===== config.mk =====
export PLATFORM = sky130hd
export DESIGN_NAME = sound_output_i2s_tx
export DESIGN_NICKNAME = d
export VERILOG_FILES = /design/src/rtl/sound_pkg.sv /design/src/rtl/sound_side_mixer.sv /design/src/rtl/sound_output_i2s_tx.sv
export SDC_FILE = /design/constraint.sdc
export NUM_CORES = 1
export LEC_CHECK = 0
export ABC_AREA = 1
export CORE_UTILIZATION = 66
export CTS_BUF_LIST = sky130_fd_sc_hd__clkbuf_4
export CTS_CLUSTER_DIAMETER = 50
export DETAILED_ROUTE_END_ITERATION = 16
export PLACE_DENSITY = 0.9
export SLEW_MARGIN = 20
export SYNTH_ARGS = -nofsm -noshare
export SYNTH_HDL_FRONTEND = slang
export SYNTH_SLANG_ARGS = --single-unit

===== constraint.sdc =====
create_clock -name I_CLK_33MHZ -period 19.8 [get_ports I_CLK_33MHZ]
set_clock_uncertainty 0.05 [all_clocks]
set_input_delay 3.96 -clock I_CLK_33MHZ [delete_from_list [all_inputs] [get_ports I_CLK_33MHZ]]
set_output_delay 3.96 -clock I_CLK_33MHZ [all_outputs]
set_load 0.005 [all_outputs]

===== src/rtl/sound_pkg.sv =====
// Shared constants, PCM type and DC-blocking helper for the I2S sound output.
package sound_pkg;

   localparam int unsigned PCM_OFFSET = 30720;
   localparam int unsigned PCM_SHIFT  = 7;
   localparam int unsigned MIX_W      = 9;
   localparam int unsigned FRAME_BITS = 64;
   localparam int unsigned HPF_ACC_W  = 24;

   typedef logic signed [15:0]          pcm_t;
   typedef logic signed [HPF_ACC_W-1:0] hpf_acc_t;

   function automatic pcm_t sat16(input logic signed [16:0] v);
      if (v > 17'sd32767)
         return 16'sh7FFF;
      else if (v < -17'sd32768)
         return 16'sh8000;
      else
         return $signed(v[15:0]);
   endfunction

   // y = x - (avg >>> 8); avg[23:8] is the arithmetic shift already truncated to 16 bits
   function automatic pcm_t hpf_y(input pcm_t x, input hpf_acc_t avg);
      logic signed [16:0] d;
      d = {x[15], x} - {avg[HPF_ACC_W-1], avg[HPF_ACC_W-1:8]};
      return sat16(d);
   endfunction

endpackage


===== src/rtl/sound_side_mixer.sv =====
// One stereo side: sums enabled 4-bit channels, scales by volume, re-centres to signed PCM.
module sound_side_mixer
   import sound_pkg::*;
(
   input  logic       I_CLK_33MHZ,
   input  logic       I_RESET,
   input  logic [3:0] ch1_sample,
   input  logic [3:0] ch2_sample,
   input  logic [3:0] ch3_sample,
   input  logic [3:0] ch4_sample,
   input  logic [3:0] ch_en,
   input  logic [2:0] vol,
   input  logic       master_en,
   output pcm_t       pcm
);

   logic [5:0]       sum;
   logic [3:0]       vol_p1;
   logic [MIX_W-1:0] mix;
   logic [15:0]      scaled;
   logic [15:0]      pcm_next;

   // ch_en[0] selects channel 1 ... ch_en[3] selects channel 4
   always_comb begin
      sum = '0;
      if (ch_en[0]) sum = sum + {2'b00, ch1_sample};
      if (ch_en[1]) sum = sum + {2'b00, ch2_sample};
      if (ch_en[2]) sum = sum + {2'b00, ch3_sample};
      if (ch_en[3]) sum = sum + {2'b00, ch4_sample};
      vol_p1   = {1'b0, vol} + 4'd1;
      mix      = MIX_W'(sum) * MIX_W'(vol_p1);
      scaled   = 16'(mix) << PCM_SHIFT;
      pcm_next = master_en ? (scaled - 16'(PCM_OFFSET)) : '0;
   end

   always_ff @(posedge I_CLK_33MHZ) begin
      if (I_RESET)
         pcm <= '0;
      else
         pcm <= $signed(pcm_next);
   end

endmodule


===== src/rtl/sound_output_i2s_tx.sv =====
// APU stereo mixer and I2S transmitter. Optional DC-blocking filter: define SOUND_OUT_HPF_EN.
module sound_output_i2s_tx
   import sound_pkg::*;
#(
   parameter int unsigned BCLK_DIV = 8,
   parameter int unsigned SAMPLE_W = 16
)(
   input  logic       I_CLK_33MHZ,
   input  logic       I_RESET,
   input  logic [3:0] I_CH1_SAMPLE,
   input  logic [3:0] I_CH2_SAMPLE,
   input  logic [3:0] I_CH3_SAMPLE,
   input  logic [3:0] I_CH4_SAMPLE,
   input  logic [7:0] I_NR50,
   input  logic [7:0] I_NR51,
   input  logic       I_NR52_MASTER_EN,
   output logic       O_I2S_BCLK,
   output logic       O_I2S_LRCK,
   output logic       O_I2S_SDATA,
   output logic       O_SAMPLE_STROBE
);

   localparam int unsigned DIV_W = (BCLK_DIV > 1) ? $clog2(BCLK_DIV) : 1;

   logic [DIV_W-1:0]    div_cnt;
   logic                bclk;
   logic                bclk_fall;
   logic                frame_wrap;
   logic [5:0]          bit_cnt;
   logic [5:0]          bit_cnt_nxt;
   logic [SAMPLE_W-1:0] sr_l;
   logic [SAMPLE_W-1:0] sr_r;
   logic                sdata;
   logic                strobe;
   logic                in_data;
   pcm_t                mix_l;
   pcm_t                mix_r;
   pcm_t                tx_l;
   pcm_t                tx_r;
   logic                unused_vin;

   assign unused_vin = I_NR50[7] ^ I_NR50[3];

   sound_side_mixer u_mix_l (
      .I_CLK_33MHZ (I_CLK_33MHZ),
      .I_RESET     (I_RESET),
      .ch1_sample  (I_CH1_SAMPLE),
      .ch2_sample  (I_CH2_SAMPLE),
      .ch3_sample  (I_CH3_SAMPLE),
      .ch4_sample  (I_CH4_SAMPLE),
      .ch_en       (I_NR51[7:4]),
      .vol         (I_NR50[6:4]),
      .master_en   (I_NR52_MASTER_EN),
      .pcm         (mix_l)
   );

   sound_side_mixer u_mix_r (
      .I_CLK_33MHZ (I_CLK_33MHZ),
      .I_RESET     (I_RESET),
      .ch1_sample  (I_CH1_SAMPLE),
      .ch2_sample  (I_CH2_SAMPLE),
      .ch3_sample  (I_CH3_SAMPLE),
      .ch4_sample  (I_CH4_SAMPLE),
      .ch_en       (I_NR51[3:0]),
      .vol         (I_NR50[2:0]),
      .master_en   (I_NR52_MASTER_EN),
      .pcm         (mix_r)
   );

   always_ff @(posedge I_CLK_33MHZ) begin
      if (I_RESET) begin
         div_cnt <= '0;
         bclk    <= 1'b0;
      end else if (div_cnt == DIV_W'(BCLK_DIV - 1)) begin
         div_cnt <= '0;
         bclk    <= ~bclk;
      end else begin
         div_cnt <= div_cnt + 1'b1;
      end
   end

   assign bclk_fall   = (div_cnt == DIV_W'(BCLK_DIV - 1)) && bclk;
   assign bit_cnt_nxt = bit_cnt + 6'd1;
   assign frame_wrap  = bclk_fall && (bit_cnt == 6'(FRAME_BITS - 1));

`ifdef SOUND_OUT_HPF_EN
   hpf_acc_t avg_l;
   hpf_acc_t avg_r;

   always_comb begin
      tx_l = hpf_y(mix_l, avg_l);
      tx_r = hpf_y(mix_r, avg_r);
   end

   always_ff @(posedge I_CLK_33MHZ) begin
      if (I_RESET) begin
         avg_l <= '0;
         avg_r <= '0;
      end else if (frame_wrap) begin
         avg_l <= avg_l + {{(HPF_ACC_W-16){tx_l[15]}}, tx_l};
         avg_r <= avg_r + {{(HPF_ACC_W-16){tx_r[15]}}, tx_r};
      end
   end
`else
   always_comb begin
      tx_l = mix_l;
      tx_r = mix_r;
   end
`endif

   // Slot bit k = 1..SAMPLE_W carries data; k = 0 is the one-BCLK I2S delay bit
   assign in_data = (bit_cnt_nxt[4:0] != 5'd0) && (bit_cnt_nxt[4:0] <= 5'(SAMPLE_W));

   always_ff @(posedge I_CLK_33MHZ) begin
      if (I_RESET) begin
         bit_cnt <= '0;
         sr_l    <= '0;
         sr_r    <= '0;
         sdata   <= 1'b0;
         strobe  <= 1'b0;
      end else begin
         strobe <= frame_wrap;
         if (bclk_fall) begin
            bit_cnt <= bit_cnt_nxt;
            if (frame_wrap) begin
               sr_l  <= SAMPLE_W'({16'b0, tx_l});
               sr_r  <= SAMPLE_W'({16'b0, tx_r});
               sdata <= 1'b0;
            end else if (in_data) begin
               if (bit_cnt_nxt[5]) begin
                  sdata <= sr_r[SAMPLE_W-1];
                  sr_r  <= sr_r << 1;
               end else begin
                  sdata <= sr_l[SAMPLE_W-1];
                  sr_l  <= sr_l << 1;
               end
            end else begin
               sdata <= 1'b0;
            end
         end
      end
   end

   assign O_I2S_BCLK      = bclk;
   assign O_I2S_LRCK      = bit_cnt[5];
   assign O_I2S_SDATA     = sdata;
   assign O_SAMPLE_STROBE = strobe;

endmodule


# == Word-level counts from Yosys, hierarchy flattened ==
# Index checks and enable logic that the tools add are counted.
# word_totals
reg_bits,76
input_bits,35
out_inout_bits,4
word_cells,56
# classes
addsub,12
multipliers,2
n_lt_le_gt_ge,1
eq_ne,3
mux,17
bitwise,2
reduce_logical,10
# ops
cell,count
16-bit 2-to-1 mux,6
6-bit 2-to-1 mux,6
16-bit by 15-bit subtractor with 16-bit output (second input constant),2
6-bit by 4-bit adder with 6-bit output,4
6-bit by 4-bit multiplier with 9-bit output,2
4-bit by 4-bit adder with 5-bit output,2
3-bit by 1-bit adder with 4-bit output (second input constant),2
4-bit 2-to-1 mux,2
6-bit by 1-bit adder with 6-bit output (second input constant),1
6-bit == test (second input constant),1
3-bit AND reduction,2
5-bit <= comparator (second input constant),1
5-bit nonzero test,1
2-bit nonzero test,2
2-bit OR reduction,2
3-bit by 1-bit adder with 3-bit output (second input constant),1
3-bit == test (second input constant),1
1-bit logical AND,3
1-bit 2-to-1 mux,3
2-bit != test (second input constant),1
1-bit inverter,2

# == Longest topological paths before layout ==
# logic_depth
ltp_word,9
depth_mapped,35
mapped_depth_nobuf,35

# == Hierarchy ==
# Synthesis repeated with hierarchy kept, for this count alone.
# unflattened
hier_cells,898
area_unflattened_um2,5761.8
# modules_own_cells
module,n_inst,cells_per_inst,area_each_um2,seq_area_each_um2
sound_output_i2s_tx,1,382,2316.0,880.8
sound_side_mixer (u_mix_l),1,258,1724.2,180.2
sound_side_mixer (u_mix_r),1,258,1721.7,180.2

# == Worst setup path after synthesis ==
# No wires, ideal clock.
# synth_timing
path_type,input to register
start,in I_NR51[0]
end,reg u_mix_r.pcm[15]
setup_ps,115
t_arrival_ps,9298
t_required_ps,19635
path_slack_ps,10337
path_stages,32
n_path_buf,0
cell_sequence,nand2_1 -> inv_1 -> ha_1 -> inv_1 -> fa_1 -> xor2_1 -> o21ai_0 -> ha_1 -> a21oi_1 -> nand2_1 -> or2_2 -> nand3_1 -> nand2_1 -> ha_1 -> xor2_1 -> o21ai_0 -> nor2_1 -> fa_1 -> inv_1 -> fa_1 -> inv_1 -> ha_1 -> nand2_1 -> nand2_1 -> a31oi_1 -> xor2_1 -> inv_1 -> ha_1 -> nand2_1 -> nor2_1 -> a21oi_1 -> nor2_1
# synth_between
elab_chain_cells,9
# synth_lines
element,line_no,rtl
from (decl),sound_output_i2s_tx.sv:15,"input logic [7:0] I_NR51,"
4-bit 2-to-1 mux *,sound_side_mixer.sv:26,"if (ch_en[0]) sum = sum + {2'b00, ch1_sample};"
4-bit by 4-bit adder with 5-bit output,sound_side_mixer.sv:27,"if (ch_en[1]) sum = sum + {2'b00, ch2_sample};"
6-bit 2-to-1 mux *,sound_side_mixer.sv:27,
6-bit by 4-bit adder with 6-bit output,sound_side_mixer.sv:28,"if (ch_en[2]) sum = sum + {2'b00, ch3_sample};"
6-bit 2-to-1 mux *,sound_side_mixer.sv:28,
6-bit by 4-bit adder with 6-bit output,sound_side_mixer.sv:29,"if (ch_en[3]) sum = sum + {2'b00, ch4_sample};"
6-bit 2-to-1 mux *,sound_side_mixer.sv:29,
6-bit by 4-bit multiplier with 9-bit output *,sound_side_mixer.sv:31,mix = MIX_W'(sum) * MIX_W'(vol_p1);
16-bit by 15-bit subtractor with 16-bit output *,sound_side_mixer.sv:33,pcm_next = master_en ? (scaled - 16'(PCM_OFFSET)) : '0;
to (signal assigned),sound_side_mixer.sv:40,pcm <= $signed(pcm_next);
to (decl),sound_side_mixer.sv:14,output pcm_t pcm
# Every way passes the cells marked *; elsewhere a longest branch is shown, timed or not.
# A chain may end at the register's enable or synchronous reset.

# == Worst setup path in the final report ==
# Same ends and word-level chain as after synthesis.

==> impl_metrics.ini <==
[worst_setup_path]
critPathKind = input port to flip-flop
rr_worst_depth = 10
cp_slowest_cell = fa_1
cp_slowest_stage_delay_ns = 0.54
cp.arrival_ns = 10.48
required_ns = 20.07
setup.worst_path.start_class = input port
cp_max_fo = 6
path_buf_inv = 7
path_depth = 33
crit_family = adder cells
worstSetupEndpointType = flip-flop

[final_layout]
drive_above_1_share_pct = 3.72
n_antenna_cell = 0
final_area_um2 = 5150
layout.nets = 840
final-seq-area_um2 = 961
area_growth_pct = 11.1
n_fill_cell = 501
utilization_pct = 75.9
multi_input_area_um2 = 3230
layout_commonest_cell = nand2_1
layout_common_cells = nand2_1, inv_1, nor2_1

[sta]
period_minus_slack_ns = 10.21
worstMarginPinSlew_ns = 0.563
finalHoldViolCount = 0
maxSlewViolCount = 0
period_share_pct = 51.6
rsz0062_at_grt = no
fmax_ghz = 0.0979
tns_ns = 0
setup_viol_count_final = 0
relSlewSlack_pct = 62.4

[outcome]
run_status = completed

[routing]
drt-initial-drc-count = 154
via_count = 4305
totalWireLength_um = 9160
drc = 0
vias_per_cell = 5.24
postRouteAntennaNets = 0
wl_per_cell_um = 11.1
dr.pass1.iters = 4

[global_routing]
grt_max_degree = 24
antenna_found_initial = 0
grt_pass1_vias = 4222
grt.overflow.total = 0
grt_pass1_wl_um = 16800
grt_usage_pct = 27.6

[synth]
syn_avg_cell_area_um2 = 6.72
yosysSeqAreaShare_pct = 20.7
synth_cell_type_count = 30
netlist_instances = 690
yosysTopAreaCellShare_pct = 20.7
synth.net_count = 805
yosysTopAreaCell = dfxtp_1
synth-seq-cells = 48
netlist_area_um2 = 4640
ys.warnings.count = 0
synth_area_leaders = dfxtp_1, ha_1, nand2_1

[power_and_ir_drop]
power.total_uw = 340
powerDensity_nw_per_um2 = 65.9
leakage_nw = 2.68
irDropWorstVdd_uv = 36.1

[clocking]
root_buffer = clkbuf_4
ctsHtreeMaxLevel = 2
clockBufferDepth = 2
cts_tree = done
numCtsBuffers = 5
cts_setup_buffers = 0
insertion_delay_ns = 0.37
path_clk_slew_ns = 0.14
holdBufCountCts = 0
cts_num_sinks = 48
cts.repair.resized = 0

[place]
place_congestion = 0.899
numPortBuffers = 36
dp_hpwl_um = 7580
postPlaceCellArea_um2 = 5070

[die]
die_area_um2 = 7370
core_area_um2 = 6790
num_rows = 30
die_w_um = 85.8
start_util_pct = 68.3
die_y_um = 85.8
io_pins = 39

[flow_run]
max_cap_violations = 0

[worst_hold_path]
hold_depth = 1
hp-class = flip-flop to flip-flop
-- worst register-to-register path, cell delays in order (launching register included) --
cell and delay, ns:
dfxtp_1 0.37, ha_1 0.17, ha_1 0.18, nand2_1 0.15, inv_1 0.33, nand4_4 0.38, inv_1 0.52, nand2_1 0.13
nand2_1 0.09, nand2_1 0.06, a21oi_1 0.16
-- through the flow --
stage / hold slack, ns / worst slack (ns) / cells
after floorplan: 0.347 / 10.34 / 690
after global placement: 0.355 / 9.36 / 814
after detailed placement: 0.377 / 9.21 / 814
after CTS: 0.400 / 9.60 / 822
after global routing: 0.405 / 9.01 / 822
final: 0.393 / 9.59 / 822
-- sequential cells by signal, indices dropped and copies added, names as in the netlist --
name             cells
bit_cnt              6
O_I2S_SDATA          1
div_cnt              3
O_I2S_BCLK           1
u_mix_r.pcm          9
u_mix_l.pcm          9
sr_l                 9
O_SAMPLE_STROBE      1
sr_r                 9
-- cells in the mapped netlist (all sizes together) --
library cell / n
a21oi: 31
a31oi: 2
and2: 1
buf: 3
clkbuf: 5
dfxtp: 48
fa: 22
ha: 58
inv: 107
nand2: 190
nand3: 43
nand4: 6
nor2: 94
nor3: 7
nor3b: 1
o211ai: 2
o21a: 1
o21ai: 32
o21bai: 1
or2: 11
xnor2: 10
xor2: 15
-- cell families (layout without fill, tap and decap cells) --
group	after synthesis	after routing	synth area share (%)
simple gates	353	353	31.8
buf+inv	115	151	9.76
fa+ha+maj	80	80	25.1
xor+xnor	25	25	4.88
compound gates	69	69	7.71
flops	48	48	20.7
-- power by group --
part / internal [mW] / total, mW / switching [mW] / leakage (nW)
Combinational: 0.0688 / 0.175 / 0.106 / 2.24
Clock: 0.0270 / 0.0592 / 0.0322 / 0.0418
Sequential: 0.104 / 0.106 / 0.00208 / 0.390
Total: 0.200 / 0.340 / 0.140 / 2.68
-- worst paths after layout --
| path | slack [ns] | start | endpoint |
|---|---|---|---|
| hold / removal | 0.39 | div_cnt[0] | div_cnt[0] |
| hold reg to reg | 0.39 | div_cnt[0] | div_cnt[0] |
| setup reg to reg | 17.15 | div_cnt[0] | sr_r[11] |
| setup / recovery | 9.59 | I_NR51[0] | u_mix_r.pcm[15] |
-- layout make-up --
class                           count  share of cell area [%]
Clock buffer                        5                   0.728
Clock inverter                      3                   0.898
Inverter                          107                    7.84
Multi-Input combinational cell    527                    62.6
Sequential cell                    48                    18.6
Tap cell                           96                    2.33
Timing Repair Buffer               36                    6.99
-- routing by layer --
layer  share of wire, %  track usage [%]  vias to the layer above
li1                   -                -                     2229
met1                 45             33.1                     1971
met2                 50             51.1                       78
met3                2.8             3.75                       27
met4                2.2             8.94                        0
met5                  0                0                        -
(Power assumes the default switching activity.)
